### src/rtl/mem_port_arbiter_pkg.sv
// rtl/mem_port_arbiter_pkg.sv - shared encodings for the IF/LS memory port arbiter
package mem_port_arbiter_pkg;

  localparam logic [1:0] SIZE_B   = 2'b00;
  localparam logic [1:0] SIZE_H   = 2'b01;
  localparam logic [1:0] SIZE_W   = 2'b10;
  localparam logic [1:0] SIZE_ILL = 2'b11;

  typedef enum logic {
    IDLE    = 1'b0,
    RD_WAIT = 1'b1
  } state_t;

  typedef enum logic {
    REQ_IF = 1'b0,
    REQ_LS = 1'b1
  } req_id_t;

endpackage

### src/rtl/mem_port_arbiter_byte_lane_aligner.sv
// rtl/mem_port_arbiter_byte_lane_aligner.sv - byte enables, lane replication, load shift, misalign detect
module mem_port_arbiter_byte_lane_aligner
  import mem_port_arbiter_pkg::*;
(
  input  logic [1:0]  size,
  input  logic [1:0]  addr_lo,
  input  logic [1:0]  rd_off,
  input  logic [31:0] wdata,
  input  logic [31:0] mem_rdata,
  output logic [3:0]  be,
  output logic [31:0] lane_wdata,
  output logic [31:0] shifted_rdata,
  output logic        misalign
);

  always_comb begin
    be         = 4'b0000;
    lane_wdata = wdata;
    misalign   = 1'b0;
    case (size)
      SIZE_B: begin
        be         = 4'b0001 << addr_lo;
        lane_wdata = {4{wdata[7:0]}};
      end
      SIZE_H: begin
        be         = addr_lo[1] ? 4'b1100 : 4'b0011;
        lane_wdata = {2{wdata[15:0]}};
        misalign   = addr_lo[0];
      end
      SIZE_W: begin
        be       = 4'b1111;
        misalign = |addr_lo;
      end
      SIZE_ILL: misalign = 1'b1;
    endcase
  end

  // rd_off is the offset captured at grant, not the live request address
  assign shifted_rdata = mem_rdata >> {rd_off, 3'b000};

endmodule

### src/rtl/mem_port_arbiter.sv
// rtl/mem_port_arbiter.sv - shares one single-port memory between instruction fetch and load/store
module mem_port_arbiter
  import mem_port_arbiter_pkg::*;
#(
  parameter int ADDR_WIDTH   = 32,
  parameter int RD_LATENCY   = 1,
  parameter int STARVE_LIMIT = 4
) (
  input  logic                  clk,
  input  logic                  rst_n,
  input  logic                  if_req,
  input  logic [ADDR_WIDTH-1:0] if_addr,
  output logic                  if_gnt,
  output logic                  if_rvalid,
  output logic [31:0]           if_rdata,
  input  logic                  ls_req,
  input  logic                  ls_we,
  input  logic [1:0]            ls_size,
  input  logic [ADDR_WIDTH-1:0] ls_addr,
  input  logic [31:0]           ls_wdata,
  output logic                  ls_gnt,
  output logic                  ls_rvalid,
  output logic [31:0]           ls_rdata,
  output logic                  ls_err,
  output logic                  mem_en,
  output logic                  mem_we,
  output logic [3:0]            mem_be,
  output logic [ADDR_WIDTH-3:0] mem_addr,
  output logic [31:0]           mem_wdata,
  input  logic [31:0]           mem_rdata
);

  localparam int            SW         = (STARVE_LIMIT > 0) ? $clog2(STARVE_LIMIT + 1) : 1;
  localparam logic [SW-1:0] STARVE_MAX = SW'(STARVE_LIMIT);
  localparam bit            STARVE_EN  = (STARVE_LIMIT != 0);
  localparam logic [1:0]    LAT_INIT   = 2'(RD_LATENCY - 1);

  state_t        state_q, state_d;
  req_id_t       owner_q, owner_d;
  logic [1:0]    lat_q, lat_d;
  logic [1:0]    off_q, off_d;
  logic [SW-1:0] starve_q, starve_d;

  logic [3:0]    be;
  logic [31:0]   lane_wdata;
  logic          misalign;
  logic          rd_done, can_grant, if_win;
  logic          unused_if_lo;

  assign unused_if_lo = ^if_addr[1:0];

  mem_port_arbiter_byte_lane_aligner u_aligner (
    .size          (ls_size),
    .addr_lo       (ls_addr[1:0]),
    .rd_off        (off_q),
    .wdata         (ls_wdata),
    .mem_rdata     (mem_rdata),
    .be            (be),
    .lane_wdata    (lane_wdata),
    .shifted_rdata (ls_rdata),
    .misalign      (misalign)
  );

  // The rvalid cycle frees the port, so a new grant may overlap it
  assign rd_done   = (state_q == RD_WAIT) && (lat_q == 2'd0);
  assign can_grant = rst_n && ((state_q == IDLE) || rd_done);
  assign if_win    = if_req && (!ls_req || (STARVE_EN && (starve_q == STARVE_MAX)));

  assign if_rvalid = rst_n && rd_done && (owner_q == REQ_IF);
  assign ls_rvalid = rst_n && rd_done && (owner_q == REQ_LS);
  assign if_rdata  = mem_rdata;

  always_comb begin
    if_gnt    = 1'b0;
    ls_gnt    = 1'b0;
    ls_err    = 1'b0;
    mem_en    = 1'b0;
    mem_we    = 1'b0;
    mem_be    = 4'b0000;
    mem_addr  = '0;
    mem_wdata = '0;
    state_d   = state_q;
    owner_d   = owner_q;
    lat_d     = lat_q;
    off_d     = off_q;
    starve_d  = starve_q;

    if (state_q == RD_WAIT) begin
      if (lat_q == 2'd0) state_d = IDLE;
      else               lat_d   = lat_q - 2'd1;
    end

    if (can_grant && if_win) begin
      if_gnt   = 1'b1;
      mem_en   = 1'b1;
      mem_addr = if_addr[ADDR_WIDTH-1:2];
      state_d  = RD_WAIT;
      lat_d    = LAT_INIT;
      owner_d  = REQ_IF;
    end else if (can_grant && ls_req) begin
      ls_gnt = 1'b1;
      if (misalign) begin
        ls_err = 1'b1;
      end else begin
        mem_en   = 1'b1;
        mem_we   = ls_we;
        mem_addr = ls_addr[ADDR_WIDTH-1:2];
        if (ls_we) begin
          mem_be    = be;
          mem_wdata = lane_wdata;
        end else begin
          state_d = RD_WAIT;
          lat_d   = LAT_INIT;
          owner_d = REQ_LS;
          off_d   = ls_addr[1:0];
        end
      end
    end

    if (if_gnt)                                   starve_d = '0;
    else if (if_req && (starve_q != STARVE_MAX))  starve_d = starve_q + SW'(1);
  end

  always_ff @(posedge clk) begin
    if (!rst_n) begin
      state_q  <= IDLE;
      owner_q  <= REQ_IF;
      lat_q    <= 2'd0;
      off_q    <= 2'd0;
      starve_q <= '0;
    end else begin
      state_q  <= state_d;
      owner_q  <= owner_d;
      lat_q    <= lat_d;
      off_q    <= off_d;
      starve_q <= starve_d;
    end
  end

endmodule

### config.mk
export PLATFORM = sky130hd
export DESIGN_NAME = mem_port_arbiter
export DESIGN_NICKNAME = d
export VERILOG_FILES = /design/src/rtl/mem_port_arbiter_pkg.sv /design/src/rtl/mem_port_arbiter_byte_lane_aligner.sv /design/src/rtl/mem_port_arbiter.sv
export SDC_FILE = /design/constraint.sdc
export NUM_CORES = 1
export LEC_CHECK = 0
export CAP_MARGIN = 20
export CELL_PAD_IN_SITES_DETAIL_PLACEMENT = 0
export CELL_PAD_IN_SITES_GLOBAL_PLACEMENT = 1
export CORE_AREA = 4 4 133 135
export DETAILED_ROUTE_END_ITERATION = 16
export DIE_AREA = 0 0 137 139
export HOLD_SLACK_MARGIN = 0.05
export PLACE_DENSITY_LB_ADDON = 0.1
export SKIP_CTS_REPAIR_TIMING = 1
export SYNTH_ARGS = -nofsm -noshare
export SYNTH_HDL_FRONTEND = slang
export SYNTH_SLANG_ARGS = --single-unit
### constraint.sdc
create_clock -name clk -period 2.2 [get_ports clk]
set_input_delay 0.66 -clock clk [delete_from_list [all_inputs] [get_ports clk]]
set_output_delay 0.66 -clock clk [all_outputs]
set_load 0.005 [all_outputs]
Yosys cells after proc, flatten, opt, wreduce, memory -nomap -nowiden
Cells that the tools add are included.
Word-level totals
  register bits: 9
  bits of input ports: 135
  output and inout port bits: 137
  word-level logic and storage cells: 77
Operators by class
  add/subtract/negate cells: 2
  equal/unequal tests: 5
  shift-type cells: 2
  mux-type cells: 38
  bitwise gates (word level): 6
  reductions and logical operators: 19
Operator list (number)
  32-bit two-way mux: 4
  30-bit two-way mux: 3
  32-bit case mux with 2 select lines: 1
  32-bit by 5-bit >> shifter with 32-bit output: 1
  4-bit two-way mux: 5
  1-bit two-way mux: 18
  4-bit case mux with 3 select lines: 1
  2-bit two-way mux: 5
  1-bit logical AND: 9
  1-bit NOT: 6
  2-bit OR reduction: 3
  2-bit == test (second input constant): 2
  2-bit logical NOT: 2
  4-bit AND reduction: 1
  1-bit by 2-bit << shifter with 4-bit output (first input constant): 1
  3-bit by 1-bit adder with 3-bit output (second input constant): 1
  3-bit == test (second input constant): 1
  3-bit inequality test (second input constant): 1
  1-bit case mux with 3 select lines: 1
  3-bit AND reduction: 1
  2-bit by 1-bit == test with 1-bit output (second input constant): 1
  1-bit logical OR: 2
  2-bit by 1-bit subtractor with 2-bit output (second input constant): 1
  1-bit logical NOT: 1

Depth between registers and ports, before layout
Gate-level depths: netlist (run 1).
  depth in word-level cells: 7
  gate-level depth with buffers: 8
  depth with buffers taken out: 7

Hierarchy
From an unflattened synthesis (run 1), not the netlist that was laid out.
Unflattened totals
  cell total of the unflattened synthesis: 385
  area, all modules: 2532.4 um2
Modules (own cells, without submodules)
  mem_port_arbiter: times used 1, cells each 234, area an instance 1462.7 um2, sequential area each 180.2 um2
  mem_port_arbiter_byte_lane_aligner: times used 1, cells each 151, area an instance 1069.8 um2, sequential area each 0.0 um2

Least setup slack after synthesis (run 1)
Ideal clock, no wire load.
  kind: in2out
  from: in ls_size[0]
  to: out mem_be[0]
  data arrival time: 1.614 ns
  required time: 1.540 ns
  path slack: -0.074 ns
  stages: 6
  buffers on the path: 2
  path through: a21oi_1 o21a_1 nand4_1 buf_2 buf_2 nor2_1
On the way
  cells in the longest elaborated chain, start to end: 6
  elaborated cells between the ends (all ways): 10
  classes of those cells: eq/ne (3); mux (6); reduce/logical (1)
Ends and longest elaborated chain
  start, declared: RTL line mem_port_arbiter.sv:18  | input logic [1:0] ls_size,
  2-bit == test, or another cell as far along: RTL line mem_port_arbiter_byte_lane_aligner.sv:20  | case (size)
  4-bit case mux with 3 select lines: RTL line mem_port_arbiter_byte_lane_aligner.sv:20
  4-bit two-way mux: RTL line mem_port_arbiter.sv:108  | if (ls_we) begin
  4-bit two-way mux *: RTL line mem_port_arbiter.sv:102  | if (misalign) begin
  4-bit two-way mux *: RTL line mem_port_arbiter.sv:100  | end else if (can_grant && ls_req) begin
  4-bit two-way mux *: RTL line mem_port_arbiter.sv:93  | if (can_grant && if_win) begin
  end, declared: RTL line mem_port_arbiter.sv:27  | output logic [3:0] mem_be,
Mark *: on every way between the ends. The rest lies on a longest branch, timed or not.

Final worst setup path (run 1)
  from: in ls_size[0]
  to: out mem_be[1]
Same word-level chain as after synthesis.

==> flow_summary_export.csv, run 1 <==
group,metric,value,unit
run_status,status,"finished, violations left",
run_status,violations,"negative setup slack",
synth,synth.avg_cell_area,5.95,um2
critical_path,worst-path-buf-inv,5,
synth,ys_seq_area_share,7.95,%
finish,antennaDiodeCount,0,
die,die-area,19000,um2
critical_path,cp-start-kind,"input pin",
routing,drtIter0Drc,76,
routing,wl,15.2,mm
sta,clock_skew,0.00634,ns
clocking,tritoncts,"yes",
synth,synth_top_cell_by_area,"mux2i_1",
critical_path,crit_fanout,6,
routing,vias,3884,
power,p_per_area,236,nW/um2
routing,viasPerCell,4.21,
sta,slew_headroom,75.8,%
critical_path,critical_path_class,"in2out",
clocking,clockRootBuffer,"clkbuf_16",
die,start_util,13.8,%
routing,firstDrtPassIters,4,
sta,fmax,380,MHz
critical_path,crit_arrival,1.97,ns
flow_run,cap_violations,0,
sta,timing.final.ws_setup,-0.430,ns
synth,synth-edff-count,0,
finish,nets,841,
global_routing,overflow,0,
synth,syn_area,2270,um2
power,leakage,3.29,nW
placement,preCtsSetupSlack,-1.19,ns
synth,ys_seq_elements,9,
sta,worst_pin_slew,0.360,ns
critical_path,crit_path_frequent_cell,"buf_6",
critical_path,path_cells,"buf_8 > nor3_4 > o21a_4 > nand4_1 > buf_6 > buf_6 > clkbuf_16 > a21oi_2 > buf_2",
global_routing,grt_pass1_vias,3570,
placement,place_congestion,0.777,
synth,synth_area_leaders,"mux2i_1 15%, a21oi_1 14%, buf_4 11%",
clocking,cts.htree.levels,1,
sta,final.period_utilization,120,%
synth,yosysWarnings,0,
critical_path,critPathRequiredTime,1.54,ns
die,die_w,137,um
sta,tns,-18.95,ns
synth,yosys-top-cells-count,"63 x a21oi_1, 62 x nand2_1, 42 x nor2_1, 34 x mux2i_1, 32 x buf_4",
hold_path,worstHoldPathType,"reg2reg",
routing,drc_errors,0,
routing,antenna_left,0,
finish,drive_above_1_share,45.0,%
sta,hold_viol,0,
synth,synth-main-ff-cell,"dfxtp_1",
die,die_y,139,um
synth,syn_inst,381,
sta,period_needed,2.63,ns
sta,rsz0062_at_grt,"true",
critical_path,endpoint_kind,"primary output",
clocking,cts_buffers,3,
synth,synth_cell_types,35,
die,coreArea,16500,um2
global_routing,grt_max_degree,37,
finish,fillers,1724,
critical_path,crit_slowest_cell,"nor3_4",
sta,finalSetupViolCount,70,
finish,multiInputGateArea,2220,um2
power,irDropWorstVdd,0.000207,V
finish,synthToLayoutAreaGrowth,188,%
critical_path,cpPeakStageDelay,0.20,ns
placement,dp_hpwl,10.5,mm
clocking,clk_pin_slew,0.04,ns
synth,async_flop_share,0,%
synth,synth.top_cell.area_share,15.0,%
clocking,insertion_delay,0.23,ns
clocking,clockBufferDepth,2,
synth,synth_fp_nets,518,
die,io_pins,272,
placement,io_buffers,269,
routing,detail_route.wl_per_cell,16.5,um
clocking,cts.sink_count,9,
global_routing,grt_first_pass_wirelength,18.9,mm
die,row_count,47,
critical_path,critical-path-top-delay-family,"buffers and inverters",
synth,yosysMostFrequentCell,"a21oi_1",
global_routing,globalRouteTotalUtil,12.0,%
finish,seqCellArea,190,um2
sta,slew_viol_final,0,
global_routing,grt_antenna_before_repair,0,
## cell type report
class,instances,area share (%)
Tap cell,220,4.22
Inverter,7,0.479
Sequential cell,9,2.91
Timing Repair Buffer,381,57.2
Multi-Input combinational cell,302,34.0
Clock buffer,4,1.21
## per-stage QoR
step | power, W | cells | cell area (um2) | hold WS (ns) | util (%)
floorplan | 0.000470 | 381 | 2320 | 0.435 | -
global placement | 0.00107 | 868 | 5440 | 0.454 | 33.1
CTS | 0.00139 | 872 | 5520 | 0.465 | 33.5
detailed placement | 0.00106 | 868 | 5440 | 0.458 | 33.1
finish | 0.00154 | 923 | 6530 | 0.463 | 39.7
global route | 0.00163 | 923 | 6530 | 0.485 | 39.7
## flip-flops by register name (all words and copies together) (netlist names)
| signal | count |
|---|---|
| starve_q | 3 |
| lat_q | 2 |
| state_q | 1 |
| off_q | 2 |
| owner_q | 1 |
## worst min-delay path, delay by kind of cell, from the launching register on
family / cells / cell delay (ns)
DFF: 1 / 0.31
AOI/OAI and AO/OA: 1 / 0.05
buffers and inverters: 1 / 0.05
## report_power, final
group          internal (W)  switching (W)
clock              0.000242      0.0000782
sequential         0.000169     0.00000494
combinational      0.000631       0.000416
## cell families after synthesis
kind of cell               share of synthesized area (%)
and+or+nand+nor                                     35.5
AOI/OAI and AO/OA                                   21.8
buffers and inverters                               17.9
muxes                                               15.0
DFF                                                 7.95
xor gates and xnor gates                           0.773
adders and majority gates                           1.10
## worst paths after layout
path	cells after the start	startpoint	to	slack, ns
max	9	ls_size[0]	mem_be[1]	-0.43
max reg2reg	10	starve_q[1]$_SDFFE_PP0P_	off_q[0]$_SDFFE_PN0P_	0.44
min reg2reg	2	owner_q$_SDFFE_PP0P_	owner_q$_SDFFE_PP0P_	0.46
min	2	owner_q$_SDFFE_PP0P_	owner_q$_SDFFE_PP0P_	0.46
## cell usage in the layout, fill, tap and decap left out, drive strengths merged, types with 3 or more instances in the layout
| cell | instances |
|---|---|
| inv | 7 |
| dlymetal6s2s | 65 |
| buf | 163 |
| a211oi | 8 |
| nand3 | 30 |
| nand2 | 62 |
| o21ai | 13 |
| and2 | 18 |
| a21boi | 3 |
| mux2i | 34 |
| nor2 | 42 |
| dfxtp | 9 |
| a21oi | 63 |
| clkdlybuf4s50 | 124 |
| clkbuf | 33 |
| nor2b | 10 |
## metal layers
layer	wire length, um	vias to the layer above	GRT usage, %
met5	0	-	0
met2	7310	175	21.4
met1	6440	1793	14.6
met3	1370	6	3.81
met4	85	0	0.998
li1	-	1910	-
Power figures use the tool's default switching activity.
==> run 2: changes to the inputs <==
--- a/config.mk
+++ b/config.mk
@@ -5,7 +5,7 @@
 export SDC_FILE = /design/constraint.sdc
 export NUM_CORES = 1
 export LEC_CHECK = 0
-export CAP_MARGIN = 20
+export CAP_MARGIN = 0
 export CELL_PAD_IN_SITES_DETAIL_PLACEMENT = 0
 export CELL_PAD_IN_SITES_GLOBAL_PLACEMENT = 1
 export CORE_AREA = 4 4 133 135
==> results of run 2 <==
Same layout as run 1: the final DEF is identical, and so are final timing and power.
